$ cat config.mk
export PLATFORM = sky130hd
export DESIGN_NAME = dram_arbiter
export DESIGN_NICKNAME = d
export VERILOG_FILES = /design/src/rtl/dram_arbiter.sv
export SDC_FILE = /design/constraint.sdc
export NUM_CORES = 1
export LEC_CHECK = 0
export ABC_AREA = 1
export ABC_CLOCK_PERIOD_IN_PS = 1600
export CAP_MARGIN = 20
export CORE_MARGIN = 2
export CORE_UTILIZATION = 31
export CTS_CLUSTER_DIAMETER = 200
export DETAILED_ROUTE_END_ITERATION = 8
export GPL_TIMING_DRIVEN = 0
export PLACE_DENSITY_LB_ADDON = 0.05
export SYNTH_ARGS = -nofsm -noshare
export SYNTH_HDL_FRONTEND = slang
export SYNTH_SLANG_ARGS = --single-unit
$ cat constraint.sdc
create_clock -name clk -period 1.6 [get_ports clk]
set_input_delay 0.32 -clock clk [delete_from_list [all_inputs] [get_ports clk]]
set_output_delay 0.32 -clock clk [all_outputs]
set_load 0.02 [all_outputs]
$ cat src/rtl/dram_arbiter.sv
// Round-robin arbiter sharing the single-port data RAM between two masters, with a time-limited bus lock.
// Grant is combinational in the request cycle, read data returns one cycle later; a losing port holds req until granted.
module dram_arbiter #(
   parameter int AW       = 16,
   parameter int DW       = 16,
   parameter int MAX_LOCK = 8
) (
   input  logic          clk,
   input  logic          rst_n,
   input  logic          p0_req,
   input  logic          p0_we,
   input  logic          p0_lock,
   input  logic [AW-1:0] p0_addr,
   input  logic [DW-1:0] p0_wdata,
   output logic          p0_gnt,
   output logic          p0_rvalid,
   output logic [DW-1:0] p0_rdata,
   input  logic          p1_req,
   input  logic          p1_we,
   input  logic          p1_lock,
   input  logic [AW-1:0] p1_addr,
   input  logic [DW-1:0] p1_wdata,
   output logic          p1_gnt,
   output logic          p1_rvalid,
   output logic [DW-1:0] p1_rdata,
   output logic          mem_read,
   output logic          mem_write,
   output logic [AW-1:0] mem_addr,
   output logic [DW-1:0] mem_din,
   input  logic [DW-1:0] mem_dout
);

   localparam int CW = $clog2(MAX_LOCK + 1);

   typedef enum logic [1:0] {IDLE, OWN0, OWN1} state_t;

   state_t        state_q, state_d;
   logic          last_gnt_q, last_gnt_d;
   logic [CW-1:0] lock_cnt_q, lock_cnt_d;
   logic          p0_rvalid_q, p1_rvalid_q;
   logic [DW-1:0] p0_rdata_q, p1_rdata_q;

   // Grants are gated by rst_n so nothing reaches the RAM while reset is asserted.
   always_comb begin
      p0_gnt = 1'b0;
      p1_gnt = 1'b0;
      if (rst_n) begin
         case (state_q)
            IDLE: begin
               if (p0_req && p1_req) begin
                  p0_gnt = last_gnt_q;
                  p1_gnt = ~last_gnt_q;
               end else begin
                  p0_gnt = p0_req;
                  p1_gnt = p1_req;
               end
            end
            OWN0:    p0_gnt = p0_req;
            OWN1:    p1_gnt = p1_req;
            default: ;
         endcase
      end
   end

   always_comb begin
      mem_read  = 1'b0;
      mem_write = 1'b0;
      mem_addr  = '0;
      mem_din   = '0;
      if (p0_gnt) begin
         mem_read  = ~p0_we;
         mem_write = p0_we;
         mem_addr  = p0_addr;
         mem_din   = p0_wdata;
      end else if (p1_gnt) begin
         mem_read  = ~p1_we;
         mem_write = p1_we;
         mem_addr  = p1_addr;
         mem_din   = p1_wdata;
      end
   end

   always_comb begin
      state_d    = state_q;
      last_gnt_d = last_gnt_q;
      lock_cnt_d = lock_cnt_q;
      if (p0_gnt) last_gnt_d = 1'b0;
      if (p1_gnt) last_gnt_d = 1'b1;
      case (state_q)
         IDLE: begin
            if (p0_gnt && p0_lock) begin
               state_d    = OWN0;
               lock_cnt_d = CW'(1);
            end else if (p1_gnt && p1_lock) begin
               state_d    = OWN1;
               lock_cnt_d = CW'(1);
            end
         end
         OWN0: begin
            if (p0_lock) lock_cnt_d = lock_cnt_q + CW'(1);
            else begin
               state_d    = IDLE;
               lock_cnt_d = '0;
            end
         end
         OWN1: begin
            if (p1_lock) lock_cnt_d = lock_cnt_q + CW'(1);
            else begin
               state_d    = IDLE;
               lock_cnt_d = '0;
            end
         end
         default: begin
            state_d    = IDLE;
            lock_cnt_d = '0;
         end
      endcase
      // Lock budget exhausted: drop ownership and mark the owner as last winner so it loses the next tie.
      if (state_d != IDLE && lock_cnt_d == CW'(MAX_LOCK)) begin
         last_gnt_d = (state_d == OWN1);
         state_d    = IDLE;
         lock_cnt_d = '0;
      end
   end

   always_ff @(posedge clk or negedge rst_n) begin
      if (!rst_n) begin
         state_q     <= IDLE;
         last_gnt_q  <= 1'b1;
         lock_cnt_q  <= '0;
         p0_rvalid_q <= 1'b0;
         p1_rvalid_q <= 1'b0;
         p0_rdata_q  <= '0;
         p1_rdata_q  <= '0;
      end else begin
         state_q     <= state_d;
         last_gnt_q  <= last_gnt_d;
         lock_cnt_q  <= lock_cnt_d;
         p0_rvalid_q <= p0_gnt & ~p0_we;
         p1_rvalid_q <= p1_gnt & ~p1_we;
         if (p0_rvalid_q) p0_rdata_q <= mem_dout;
         if (p1_rvalid_q) p1_rdata_q <= mem_dout;
      end
   end

   // RAM output arrives in the response cycle, so it is passed through then and held afterwards.
   assign p0_rvalid = p0_rvalid_q;
   assign p1_rvalid = p1_rvalid_q;
   assign p0_rdata  = p0_rvalid_q ? mem_dout : p0_rdata_q;
   assign p1_rdata  = p1_rvalid_q ? mem_dout : p1_rdata_q;

endmodule

==> results.sh, run 1 <==
export IMPL_h_tree_depth=2
export IMPL_slew_headroom_pct=55.2
export IMPL_synth_avg_cell_area_um2=10.9
export IMPL_tightest_slew_ns=0.670
export IMPL_synth_cell_types=28
export IMPL_ant_nets=0
export IMPL_coreArea_um2=6680
export IMPL_violations="negative setup slack"
export IMPL_synth_seq_cells=41
export IMPL_initial_core_util_pct=31.4
export IMPL_crit_type="reg -> out"
export IMPL_drv_cap=0
export IMPL_pin_count=158
export IMPL_finalInstanceArea_um2=5050
export IMPL_seqCellArea_um2=1030
export IMPL_clk_pin_slew_ns=0.07
export IMPL_ys_seq_area_share_pct=48.9
export IMPL_synth_fp_nets=281
export IMPL_synth_area_um2=2100
export IMPL_rsz0062_at_grt="yes"
export IMPL_crit_fanout=6
export IMPL_worst_setup_path_end_kind="output port"
export IMPL_ir_worst_vdd_mv=0.448
export IMPL_die_x_um=86.3
export IMPL_first_global_vias=2503
export IMPL_insertion_delay_ns=0.29
export IMPL_grt_usage_pct=21.3
export IMPL_status="finished with violations"
export IMPL_fillers=477
export IMPL_p_leak_nw=2.40
export IMPL_drive_above_1_share_pct=54.7
export IMPL_dieArea_um2=7450
export IMPL_antenna_found_initial=0
export IMPL_slew_viol_final=0
export IMPL_power_density_nw_per_um2=990
export IMPL_synth_warnings=0
export IMPL_numClockSinks=41
export IMPL_cts_made_buffers=5
export IMPL_clock_path_buffers=2
export IMPL_hold_path_class="reg -> reg"
export IMPL_skew_ns=0.00532
export IMPL_cts_tree="yes"
export IMPL_final_nets=490
export IMPL_post_dp_hpwl_um=5680
export IMPL_die_height_um=86.3
export IMPL_grt_max_degree=27
export IMPL_vias=2320
export IMPL_finalWorstSetupSlack_ns=-0.393
export IMPL_synth_cells=192
export IMPL_placedCellCount=430
export IMPL_area_growth_pct=141
export IMPL_crit_required_ns=1.28
export IMPL_drc=0
export IMPL_wl_um=8070
export IMPL_cp_arrival_ns=1.67
export IMPL_fin_crit_ns=1.99
export IMPL_dr_pass1_iters=4
export IMPL_place_ws_ns=-1.25
export IMPL_finalNonFillerCells=482
export IMPL_place_congestion=0.824
export IMPL_final_setup_viol_count=72
export IMPL_gr_total_overflow=0
export IMPL_rows=30
export IMPL_place_area_um2=4080
export IMPL_wl_per_cell_um=16.7
export IMPL_grt_pass1_wl_um=12200
export IMPL_hold_viol=0
export IMPL_cts_root_buf="clkbuf_8"
export IMPL_drtIter0Drc=50
export IMPL_synthTopCellsByArea="dfrtp_1, mux2_2, a22o_1, nand2_1, nor2_1"
export IMPL_synth_top_area_cell="dfrtp_1"
export IMPL_synth_top_area_share_pct=47.6
export IMPL_vias_per_cell=4.81
export IMPL_antenna_cells=0
export IMPL_io_buffers=157
export IMPL_fmax_mhz=502
export IMPL_crit_path_start_kind="register"
export IMPL_fin_crit_sh_pct=125
export IMPL_multiInputGateArea_um2=1440
## routing by layer
layer | routed length, um | share of wire, % | vias up | GRT usage (%)
met3 | 681 | 8.4 | 7 | 8.29
li1 | - | - | 1098 | -
met2 | 4330 | 54 | 107 | 39.4
met1 | 2980 | 37 | 1108 | 22.8
met5 | 0 | 0 | - | 0
met4 | 72 | 0.89 | 0 | 4.40
## final timing paths
| kind | from | endpoint | slack [ns] | cells after the start |
|---|---|---|---|---|
| hold / removal | p1_rdata_q[10] | p1_rdata_q[10] | 0.50 | 1 |
| setup / recovery | last_gnt_q | mem_addr[12] | -0.39 | 7 |
| hold reg to reg | p1_rdata_q[10] | p1_rdata_q[10] | 0.50 | 1 |
| setup reg to reg | last_gnt_q | state_q[0] | -0.15 | 10 |
| max in group asynchronous | rst_n | state_q[1] | 0.49 | 2 |
| min in group asynchronous | rst_n | p1_rdata_q[5] | 0.64 | 2 |
## power breakdown
| group | total [W] | internal, W | switching (W) |
|---|---|---|---|
| registers | 0.00145 | 0.00133 | 0.000114 |
| logic | 0.00292 | 0.00167 | 0.00125 |
| clock network | 0.000640 | 0.000302 | 0.000338 |
| total | 0.00500 | 0.00331 | 0.00170 |
## logic make-up after synthesis
| group | synth area share [%] |
|---|---|
| DFF | 48.9 |
| muxes | 17.2 |
| xor gates and xnor gates | 0.834 |
| buffers and inverters | 5.06 |
| adders and majority gates | 0.595 |
| AOI/OAI and AO/OA | 15.8 |
| and+or+nand+nor | 11.7 |
## layout make-up
| cell class | count | share of cell area (%) |
|---|---|---|
| repair buffers | 202 | 42.6 |
| well taps | 80 | 1.98 |
| inverters | 15 | 1.56 |
| multi-input cells | 126 | 28.5 |
| flip-flops and latches | 41 | 20.3 |
| clock buffers | 6 | 1.44 |
| clock inverters | 2 | 0.198 |
| plain buffers | 10 | 3.37 |
## metrics by stage
step	setup TNS (ns)	total power, W	util, %	hold slack (ns)
2_1_floorplan	-1.83	0.00264	-	0.0244
3_3_place_gp	-161.04	0.00368	60.8	0.481
3_5_place_dp	-54.30	0.00371	61.0	0.276
4_1_cts	-17.30	0.00481	73.3	0.503
5_1_grt	-21.27	0.00527	75.7	0.514
6_report	-16.89	0.00500	75.7	0.505
## cells in the mapped netlist
cell type and count:
dfrtp_1 40, a22o_1 32, mux2_2 32, nand2_1 22
nor2_1 12, inv_1 11, buf_2 7, nand3_1 7
inv_2 4, a21oi_1 3, clkbuf_1 2, nand2_2 2
nand4_1 2, nor2_2 2, a21oi_2 1, and2_1 1
buf_4 1, dfstp_2 1, ha_1 1, nand3_2 1
nand3_4 1, nor2_4 1, o21a_1 1, o21ai_1 1
o21ai_2 1, o22ai_1 1, xnor2_1 1, xor2_1 1
## flip-flops by register name (all words and copies together) (netlist names)
register    count
lock_cnt_q      4
p1_rdata_q     16
state_q         2
last_gnt_q      1
p0_rdata_q     16
p0_rvalid       1
p1_rvalid       1
## critical path, cell delays in order, from the launching register on
cell,delay (ns)
dfstp_2,0.56
nand3_4,0.08
nand2_4,0.11
inv_8,0.06
buf_8,0.12
buf_12,0.12
a22o_4,0.21
buf_6,0.13
## what timing repair did
item	CTS	global route
pin swaps	23	11
buffers inserted	39	9
setup endpoints to repair	70	73
endpoints found under the hold margin	14	0
cloned	4	0
gates resized for setup	479	46
hold buffers	2	0
## cell usage in the layout, fill, tap and decap left out, types with 3 or more instances in the layout
master	count
a22o_1	3
a22o_4	29
buf_12	7
buf_16	3
buf_4	23
buf_6	81
buf_8	8
clkbuf_8	5
clkdlybuf4s50_1	84
dfrtp_1	39
dlygate4sd2_1	4
inv_1	10
mux2_4	32
nand2_1	18
nand2_2	3
nand2_4	3
nand3_1	4
nand3_4	4
nor2_1	10
nor2_2	3
(Power assumes the default switching activity.)
==> inputs of run 2 (changes only) <==
- CORE_ASPECT_RATIO: unset -> 0.5
==> run 2 against run 1 <==
- the run ends with negative hold slack, negative setup slack left
- clock-buffer cell count unchanged
- sequential cell count unchanged
- critical path depth unchanged
- sequential share of layout area increased by 0.12 points
- critical endpoint is now mem_write
- largest cell class unchanged
==> results.sh, run 2 (synthesis results as in run 1) <==
export IMPL_final_setup_viol_count=72
export IMPL_io_buffers=157
export IMPL_grt_usage_pct=21.0
export IMPL_hold_viol=40
export IMPL_die_height_um=62.2
export IMPL_rsz0062_at_grt="yes"
export IMPL_final_nets=484
export IMPL_ir_worst_vdd_mv=0.605
export IMPL_crit_path_start_kind="register"
export IMPL_whs_ns=-0.119
export IMPL_dr_pass1_iters=4
export IMPL_place_area_um2=4070
export IMPL_coreArea_um2=6620
export IMPL_cp_arrival_ns=1.62
export IMPL_h_tree_depth=2
export IMPL_critical_path_max_stage_delay_ns=0.57
export IMPL_rows=21
export IMPL_reg2reg_to="state_q[0]"
export IMPL_critPathBufInv=4
export IMPL_cp_common_cell="buf_6"
export IMPL_path_cells="inv_2 -> nand3_4 -> nand2_4 -> buf_6 -> buf_12 -> a21oi_4 -> buf_6"
export IMPL_dieArea_um2=7490
export IMPL_violations="negative hold slack, negative setup slack"
export IMPL_layout_commonest_cell="clkdlybuf4s50_1"
export IMPL_die_x_um=120
export IMPL_fmax_mhz=515
export IMPL_fin_crit_sh_pct=121
export IMPL_slew_headroom_pct=83.3
export IMPL_crit_fanout=3
export IMPL_pin_count=158
export IMPL_clock_path_buffers=2
export IMPL_antenna_cells=0
export IMPL_vias=2302
export IMPL_first_global_vias=2412
export IMPL_placedCellCount=441
export IMPL_clk_pin_slew_ns=0.06
export IMPL_r2r_start="state_q[0]"
export IMPL_r2r_worst_path_cells=11
export IMPL_grt_pass1_wl_um=12400
export IMPL_initial_core_util_pct=31.7
export IMPL_vias_per_cell=4.72
export IMPL_grt_max_degree=43
export IMPL_place_congestion=0.883
export IMPL_status="finished with violations"
export IMPL_area_growth_pct=139
export IMPL_post_dp_hpwl_um=5620
export IMPL_ant_nets=0
export IMPL_p_leak_nw=2.40
export IMPL_drtIter0Drc=80
export IMPL_crit_required_ns=1.28
export IMPL_tightest_slew_ns=0.250
export IMPL_worst_setup_path_end_kind="output port"
export IMPL_hold_path_class="in -> async"
export IMPL_layout_common_cells="clkdlybuf4s50_1, buf_6, dfrtp_1, mux2_4, a22o_4"
export IMPL_cts_tree="yes"
export IMPL_drive_above_1_share_pct=55.3
export IMPL_drv_cap=0
export IMPL_wl_um=8010
export IMPL_antenna_found_initial=0
export IMPL_insertion_delay_ns=0.28
export IMPL_cpLargestDelayFamily="flip-flops"
export IMPL_finalNonFillerCells=488
export IMPL_numClockSinks=41
export IMPL_largestRegisters="p0_rdata_q x16, p1_rdata_q x16, lock_cnt_q x4"
export IMPL_cts_root_buf="clkbuf_16"
export IMPL_fin_crit_ns=1.94
export IMPL_finalInstanceArea_um2=5030
export IMPL_slew_viol_final=0
export IMPL_skew_ns=0.00276
export IMPL_wl_per_cell_um=16.4
export IMPL_gr_total_overflow=0
export IMPL_finalWorstSetupSlack_ns=-0.341
export IMPL_reg2reg_slack_ns=-0.10
export IMPL_cts_made_buffers=5
export IMPL_power_density_nw_per_um2=1060
export IMPL_drc=0
export IMPL_crit_type="reg -> out"
export IMPL_critPathSlowestCell="dfstp_2"
-- run 2: cell types whose count changed in the layout (fill, tap and decap cells not counted), moves of 2 or more --
cell	delta
dlygate4sd3_1	-2
clkbuf_16	+5
buf_6	-8
clkbuf_8	-4
dlygate4sd2_1	-2
buf_2	+7
-- run 2: through the flow --
stage	TNS [ns]	worst slack, ns	utilization [%]	total power (W)
2_1_floorplan	-1.83	-0.0875	-	0.00264
3_3_place_gp	-156.36	-2.81	61.6	0.00366
3_5_place_dp	-75.23	-1.70	61.5	0.00371
4_1_cts	-15.36	-0.323	71.3	0.00502
5_1_grt	-18.67	-0.391	75.9	0.00560
6_report	-15.31	-0.341	75.9	0.00532
-- run 2: area by class of cell --
cell class	count	area (um2)
inverter	15	73.8
tap	92	115
clock buffer	6	139
buffer	10	175
fill	431	1600
sequential	41	1030
timing repair buffer	196	2030
multi-input combinational	126	1450
clock inverter	2	13.8
-- run 2: where the power goes --
part | internal, W | total [W] | switching (W)
clock network | 0.000620 | 0.00101 | 0.000386
registers | 0.00134 | 0.00145 | 0.000117
logic | 0.00162 | 0.00286 | 0.00124
-- run 2: how the worst max path moves through the flow --
stage / depth (start not counted) / start / slack, ns / to
finish: 7 / last_gnt_q / -0.34 / mem_write
global placement: 8 / rst_n / -2.81 / mem_addr[6]
detailed placement: 8 / rst_n / -1.70 / mem_addr[6]
floorplan: 7 / state_q[0] / -0.09 / mem_addr[0]
global route: 9 / state_q[0] / -0.39 / mem_write
CTS: 9 / state_q[0] / -0.32 / mem_write
-- run 2: routing by layer --
metal	up-vias	routed length [um]	global-route usage [%]
met3	7	931	10.8
met5	-	0	0
met2	88	4090	37.7
met4	0	74	4.51
li1	1085	-	-
met1	1122	2910	22.1
-- run 2: repair_timing --
action,CTS,global route
resized for setup,447,68
pin swaps,11,2
setup endpoints to repair,77,73
gates cloned,3,0
buffers inserted,25,15
endpoints found under the hold margin,40,40
==> inputs of run 3 (changes only) <==
- ABC_CLOCK_PERIOD_IN_PS: 1600 -> 1700
- clock period: 1.6 -> 1.7 ns (I/O delays scaled with it)
==> run 3 against run 2 <==
- the run still ends with negative hold slack, negative setup slack left
- critical path depth is 1 higher
- worst setup slack better by 0.057 ns
- worst hold slack better by 0.12 ns
- cell area is 2.2% lower
- clock-buffer cell count stayed put
- register-to-register slack worse by 0.04 ns
- critical endpoint is now mem_addr[7]
==> results.sh, run 3 (synthesis results as in run 1) <==
export IMPL_status="finished with violations"
export IMPL_violations="negative hold slack, negative setup slack"
export IMPL_post_dp_hpwl_um=5500
export IMPL_gr_total_overflow=0
export IMPL_utilization_pct=74.2
export IMPL_cp_startpoint="state_q[0]"
export IMPL_insertion_delay_ns=0.28
export IMPL_tightest_slew_ns=0.271
export IMPL_whs_ns=-0.00307
export IMPL_finalWorstSetupSlack_ns=-0.284
export IMPL_ir_worst_vdd_mv=0.481
export IMPL_wl_um=8270
export IMPL_crit_required_ns=1.36
export IMPL_drc=0
export IMPL_die_x_um=120
export IMPL_cts_root_buf="clkbuf_16"
export IMPL_slew_headroom_pct=81.9
export IMPL_rsz0062_at_grt="yes"
export IMPL_grt_pass1_wl_um=12900
export IMPL_fmax_mhz=504
export IMPL_final_setup_viol_count=71
export IMPL_cp_arrival_ns=1.64
export IMPL_cts_tree="yes"
export IMPL_antenna_cells=0
export IMPL_drive_above_1_share_pct=51.4
export IMPL_rows=21
export IMPL_cts_made_buffers=5
export IMPL_largestRegisters="p0_rdata_q x16, p1_rdata_q x16, lock_cnt_q x4"
export IMPL_vias_per_cell=4.68
export IMPL_die_height_um=62.2
export IMPL_crit_type="reg -> out"
export IMPL_tns_ns=-8.97
export IMPL_critPathSlowestCell="dfrtp_1"
export IMPL_worst_setup_path_end_kind="output port"
export IMPL_pin_count=158
export IMPL_fin_crit_sh_pct=117
export IMPL_antenna_found_initial=0
export IMPL_grt_usage_pct=21.9
export IMPL_ant_nets=0
export IMPL_drv_cap=0
export IMPL_crit_path_start_kind="register"
export IMPL_h_tree_depth=2
export IMPL_vias=2325
export IMPL_hold_viol=6
export IMPL_p_leak_nw=2.32
export IMPL_critPathBufInv=5
export IMPL_power_density_nw_per_um2=1010
export IMPL_hold_path_class="in -> async"
export IMPL_layout_commonest_cell="clkdlybuf4s50_1"
export IMPL_area_growth_pct=134
export IMPL_clock_path_buffers=2
export IMPL_place_congestion=0.895
export IMPL_final_nets=493
export IMPL_fin_crit_ns=1.98
export IMPL_path_cells="inv_2 -> nand3_4 -> nand2_4 -> inv_8 -> buf_12 -> buf_16 -> a22o_4 -> buf_6"
export IMPL_dr_pass1_iters=6
export IMPL_layout_common_cells="clkdlybuf4s50_1, buf_6, dfrtp_1, buf_4, mux2_4"
export IMPL_drtIter0Drc=67
export IMPL_cpLargestDelayFamily="buffers and inverters"
export IMPL_r2r_start="state_q[0]"
export IMPL_grt_max_degree=41
export IMPL_dieArea_um2=7490
export IMPL_io_buffers=157
export IMPL_initial_core_util_pct=31.7
export IMPL_finalPower_w=0.00498
export IMPL_skew_ns=0.00520
export IMPL_numClockSinks=41
export IMPL_critical_path_max_stage_delay_ns=0.39
export IMPL_clk_pin_slew_ns=0.05
export IMPL_first_global_vias=2525
export IMPL_crit_fanout=8
export IMPL_wl_per_cell_um=16.6
export IMPL_slew_viol_final=0
export IMPL_coreArea_um2=6620
-- run 3: cell count changes in the layout (fill, tap and decap cells not counted), moves of 2 or more --
cell	delta
a22o_1	+20
a22o_4	-20
buf_4	+9
buf_2	-6
buf_6	+5
buf_12	-4
buf_8	+4
mux2_2	+2
mux2_4	-2
-- run 3: worst paths after layout --
kind                            endpoint  cells past startpoint  slack [ns]
setup reg to reg              state_q[0]                     12       -0.14
max in group asynchronous     last_gnt_q                      2        1.11
hold / removal             lock_cnt_q[3]                      2      -0.003
min in group clk           p1_rdata_q[7]                      1        0.50
hold reg to reg            p1_rdata_q[7]                      1        0.50
setup / recovery             mem_addr[7]                      8       -0.28
-- run 3: worst register-to-register path, stage by stage (launching register included) --
cell     delay, ns
dfrtp_1       0.39
inv_2         0.11
nand2_2       0.07
nor2_4        0.12
buf_4         0.13
buf_6         0.09
buf_6         0.09
nand4_1       0.14
nand2_1       0.14
nor2_1        0.06
nor2_2        0.11
nand3_2       0.12
and2_4        0.17
-- run 3: layout make-up --
cell class                      count  area [um2]
Multi-Input combinational cell    126        1270
Fill cell                         457        1710
Tap cell                           92         115
Buffer                             10         143
Sequential cell                    41        1030
Timing Repair Buffer              205        2130
Clock buffer                        6         139
Inverter                           15        73.8
Clock inverter                      2        13.8
-- run 3: metal layers --
metal	GRT usage, %	share of wire (%)	routed length, um
met2	39.1	52	4280
met4	7.12	1.4	119
met5	0	0	0
met1	23.6	37	3100
met3	9.28	9.3	765
-- run 3: per-stage QoR --
stage          hold slack (ns)  instance area [um2]  instances  setup WS [ns]
3_3_place_gp             0.480                 3890        441          -2.68
5_1_grt                0.00905                 4920        497         -0.336
3_5_place_dp             0.484                 3880        441          -1.57
4_1_cts               0.000625                 4690        485         -0.275
6_report              -0.00307                 4920        497         -0.284
2_1_floorplan           0.0444                 2200        192       -0.00717
-- run 3: repair_timing --
action | CTS | global route
pin swaps | 19 | 18
endpoints found under the hold margin | 40 | 0
cloned | 5 | 0
hold buffers | 2 | 0
endpoints found under the setup margin | 76 | 72
buffers inserted | 32 | 18
gates resized for setup | 466 | 59
-- run 3: where the power goes --
part | switching, W | total, W | internal, W
clock | 0.000365 | 0.000948 | 0.000583
combinational | 0.00116 | 0.00267 | 0.00150
sequential | 0.000106 | 0.00136 | 0.00126
total | 0.00164 | 0.00498 | 0.00335
==> edit 1, RTL diff (settings of run 3) <==
Re-encode `state_t` (3 states) as one-hot, 3 bits wide.
--- a/src/rtl/dram_arbiter.sv
+++ b/src/rtl/dram_arbiter.sv
@@ -33,5 +33,5 @@
    localparam int CW = $clog2(MAX_LOCK + 1);
 
-   typedef enum logic [1:0] {IDLE, OWN0, OWN1} state_t;
+   typedef enum logic [2:0] {IDLE = 3'b001, OWN0 = 3'b010, OWN1 = 3'b100} state_t;
 
    state_t        state_q, state_d;
Function: no difference found for any inputs over 10 cycles, from zero or initial values and one cycle with rst_n low; not proved beyond that.
==> edit 1 against run 3 <==
  * The flow finishes with violations (negative setup slack)
  * Setup slack worse by 0.15 ns
  * Final cell count up 0.60%
  * Sequential power up 18%
  * Design area grew 4.8%
  * Wire length is 4.6% higher
  * Die area grew 2.2%
  * Total power up 54%
  * Sequential cell count is 1 higher
  * Synthesized area up 2.3%
  * Critical path type unchanged
  * Critical endpoint is now mem_din[2]
  * Largest cell class unchanged
==> edit 1: results (changes against run 3) <==
| Metric | Value |
|---|---|
| Max incr delay on CP | `0.59 ns (+0.20 ns)` |
| Number of fillers in the final layout | `444 (-2.8%)` |
| Number of nets in the layout | `496 (+0.61%)` |
| Share of the final layout cell area in multi-input gates | `29.0% (+3.1 points)` |
| Number of buffers outside the clock class in the layout | `212 (-1.4%)` |
| Violation count after the first detailed-routing iteration | `37 (-45%)` |
| Result of the run | `finished with violations` |
| Share of total power consumed by net switching | `36.0% (+3.1 points)` |
| Worst-path maximum fanout | `10 (+2)` |
| Final-report setup violation count | `70 (-1.4%)` |
| Number of vias in the routed layout | `2394 (+3.0%)` |
| Failing checks | `negative setup slack` |
| Hold violation total from the final report | `0 (-6)` |
| Sequential share of the synthesized area | `49.0% (+0.14 points)` |
| Static leakage | `0.00251 µW (+8.1%)` |
| Multi-input gate count | `129 (+2.4%)` |
| Post-placement cell area | `4160 µm² (+7.2%)` |
| Post-DP HPWL | `5790 µm (+5.2%)` |
| Clock buffer and inverter area fraction after layout | `3.28% (+0.17 points)` |
| Smallest setup slack after layout | `-0.436 ns (-0.151 ns)` |
| Worst slack at placement | `-0.920 ns (+0.650 ns)` |
| TritonCTS Sinks | `42 (+2.4%)` |
| Netlist cell types | `24 (-14%)` |
| Routed wire length | `8650 µm (+4.6%)` |
| Global Route met1 Usage | `22.4% (-1.3 points)` |
| Area share of buffers outside the clock network | `43.5% (-2.8 points)` |
| Via count of the first global-routing pass | `2605 (+3.2%)` |
| Critical path data arrival time | `1.80 ns (+0.16 ns)` |
| Number of nets produced by synthesis | `287 (+2.1%)` |
| Hold Buf Count CTS | `1 (-1)` |
| Cts repair resizes | `427 (-8.4%)` |
| Slowest cell on crit path | `dfstp_2` |
| Total met2 wirelength after detailed routing | `4530 µm (+5.8%)` |
edit 1: cell types whose count changed after synthesis, sizes merged, moves of 2 or more:
cell          run 3  this run
nand2            24        28
nor2             15        11
inv              15        17
o21ai             2         4
o22ai             1         3
edit 1: cell families (layout without fill, tap and decap cells):
kind of cell    Yosys count  after routing  share of synthesized area [%]
simple gates             52             52                           11.9
compound gates           42             42                           15.7
flops                    42             42                           49.0
mux                      32             32                           16.8
buf+inv                  27            237                           5.18
xor+xnor                  2              2                          0.816
fa+ha+maj                 1              1                          0.582
edit 1: worst paths after layout:
check | from | cells past startpoint | endpoint
worst max-delay path | state_q[0]$_DFF_PN1_ | 8 | mem_din[2]
worst min-delay path | rst_n | 1 | state_q[0]$_DFF_PN1_
worst max register to register | state_q[0]$_DFF_PN1_ | 13 | state_q[2]$_DFF_PN0_
worst min register to register | p0_rdata_q[4]$_DFF_PN0_ | 1 | p0_rdata_q[4]$_DFF_PN0_
max in group asynchronous | rst_n | 2 | p0_rdata_q[2]$_DFF_PN0_
min in group clk | p0_rdata_q[4]$_DFF_PN0_ | 1 | p0_rdata_q[4]$_DFF_PN0_
edit 1: power by group through the flow:
stage / sequential (µW) / clock [µW] / combinational (µW)
3_3_place_gp: 1570 / 0 / 3610
3_5_place_dp: 1590 / 0 / 3670
4_1_cts: 1580 / 1110 / 4200
5_1_grt: 1660 / 1170 / 5230
6_report: 1610 / 1090 / 4950
2_1_floorplan: 1560 / 0 / 2090
edit 1: stage by stage:
step,TNS (ns),hold slack [ns],util (%)
after detailed placement,-42.78,0.250,62.1
after global placement,-138.00,0.480,61.9
after floorplan,-0.134,0.0444,-
after global routing,-19.71,0.0761,76.9
final,-16.22,0.0694,76.9
after CTS,-17.34,0.0727,72.0
==> edit 2, RTL diff (flow settings as in run 3) <==
Without the edit above. `AW`: 16 -> 17.
--- a/src/rtl/dram_arbiter.sv
+++ b/src/rtl/dram_arbiter.sv
@@ -2,5 +2,5 @@
 // Grant is combinational in the request cycle, read data returns one cycle later; a losing port holds req until granted.
 module dram_arbiter #(
-   parameter int AW       = 16,
+   parameter int AW       = 17,
    parameter int DW       = 16,
    parameter int MAX_LOCK = 8
Ports: changed (resized mem_addr, p0_addr and p1_addr); port bits go from 158 to 161. The function was not compared with the original's and may differ.
==> edit 2 against run 3 <==
  * The run ends with negative setup slack left
  * Sequential cell count is the same
  * Wire length is essentially flat
  * First-iteration DRC count grew 12%
  * Total power shrank 4.9%
  * Utilization shrank 2.3 points
  * Clock power shrank 2%
  * Synthesized area shrank 0.66%
  * Global-route usage shrank 1.0 points
  * Highest routed layer unchanged
  * Setup slack gained 0.052 ns
  * Largest power group unchanged
  * Design area shrank 3.5%
==> edit 2: results (changes against run 3) <==
| Metric | Value |
|---|---|
| Result of the run | `finished with violations` |
| Failing checks | `negative setup slack` |
| Clock share of power | `19.6% (+0.6 points)` |
| Cts repair resizes | `445 (-4.5%)` |
| Share of cell area taken by muxes after synthesis | `17.3% (+0.11 points)` |
| Post-DP HPWL | `5620 µm (+2.2%)` |
| Sequential share of the synthesized area | `49.2% (+0.32 points)` |
| Static leakage | `0.00225 µW (-3.2%)` |
| Compound-gate portion of the synthesized area | `16.5% (+0.70 points)` |
| Number of vias in the routed layout | `2256 (-3.0%)` |
| Max VDD drop | `0.838 mV (+74%)` |
| Proportion of layout cells with a drive suffix above 1 | `48.6% (-2.8 points)` |
| Critical path data arrival time | `1.59 ns (-0.05 ns)` |
| List of most frequent post-synthesis cells | `dfrtp_1, a22o_1, mux2_2` |
| Final-report setup violation count | `66 (-7.0%)` |
| Share of synthesized cell area in full adder, half adder and majority cells | `0.600% (+0.0039 points)` |
| Count of cells along the worst register-to-register path | `10 (-2)` |
| Global-route track usage on met3 | `5.84% (-3.4 points)` |
| Violation count after the first detailed-routing iteration | `75 (+12%)` |
| Actual slew at the worst max-slew pin | `0.223 ns (-0.0479 ns)` |
| Worst R2R End | `state_q[1]$_DFF_PN0_` |
| Smallest setup slack after layout | `-0.232 ns (+0.0520 ns)` |
| Post-CTS setup-driven buffer insertion count | `16 (-50%)` |
| Internal power | `3170 µW (-5.1%)` |
| Global router's overall resource usage | `20.9% (-1.0 points)` |
| Worst hold slack after final layout | `0.0439 ns (+0.0470 ns)` |
| Netlist cell types | `27 (-3.6%)` |
| Worst slack at placement | `-0.963 ns (+0.608 ns)` |
| Initial antenna violation count | `1 (+1)` |
| Worst-path maximum fanout | `5 (-3)` |
| Xor/xnor share of the synthesized area | `0.839% (+0.0055 points)` |
| Leading post-synthesis cells by cell area | `dfrtp_1, mux2_2, a22o_1, nand2_1, nor2_1` |
| Startpoint of the worst register-to-register path | `last_gnt_q$_DFFE_PN1P_` |
| Post-placement cell area | `3820 µm² (-1.6%)` |
| Largest net degree at the start of global routing | `22 (-46%)` |
| Power drawn by the clock network | `929 µW (-2%)` |
| WL met1 | `3350 µm (+8.3%)` |
| Register share of total power | `28.5% (+1.1 points)` |
| Total met2 wirelength after detailed routing | `4230 µm (-1.3%)` |
| Global Route met1 Usage | `25.6% (+2.0 points)` |
[edit 2: cell count changes after synthesis, moves of 2 or more]
cell,run 3,this run
clkbuf_1,2,0
buf_2,7,9
inv_1,11,8
nand3_2,1,3
nand2_1,22,14
[edit 2: area by class of cell]
class	instances	area [µm²]
Antenna cell	1	2.50
Buffer	10	129
Clock buffer	5	125
Clock inverter	3	25.0
Fill cell	506	1850
Inverter	12	60.1
Multi-Input combinational cell	121	1150
Sequential cell	41	1030
Tap cell	92	115
Timing Repair Buffer	199	2100
Timing Repair inverter	2	15.0
[edit 2: how the worst max path moves through the flow]
stage	start	to	slack, ns	cells past startpoint
floorplan	last_gnt_q$_DFFE_PN1P_	mem_addr[10]	0.002	6
global placement	rst_n	mem_din[14]	-2.66	8
detailed placement	p1_req	mem_din[14]	-0.96	8
CTS	last_gnt_q$_DFFE_PN1P_	mem_din[14]	-0.21	6
global route	state_q[1]$_DFF_PN0_	mem_addr[12]	-0.32	8
finish	last_gnt_q$_DFFE_PN1P_	mem_din[14]	-0.23	6
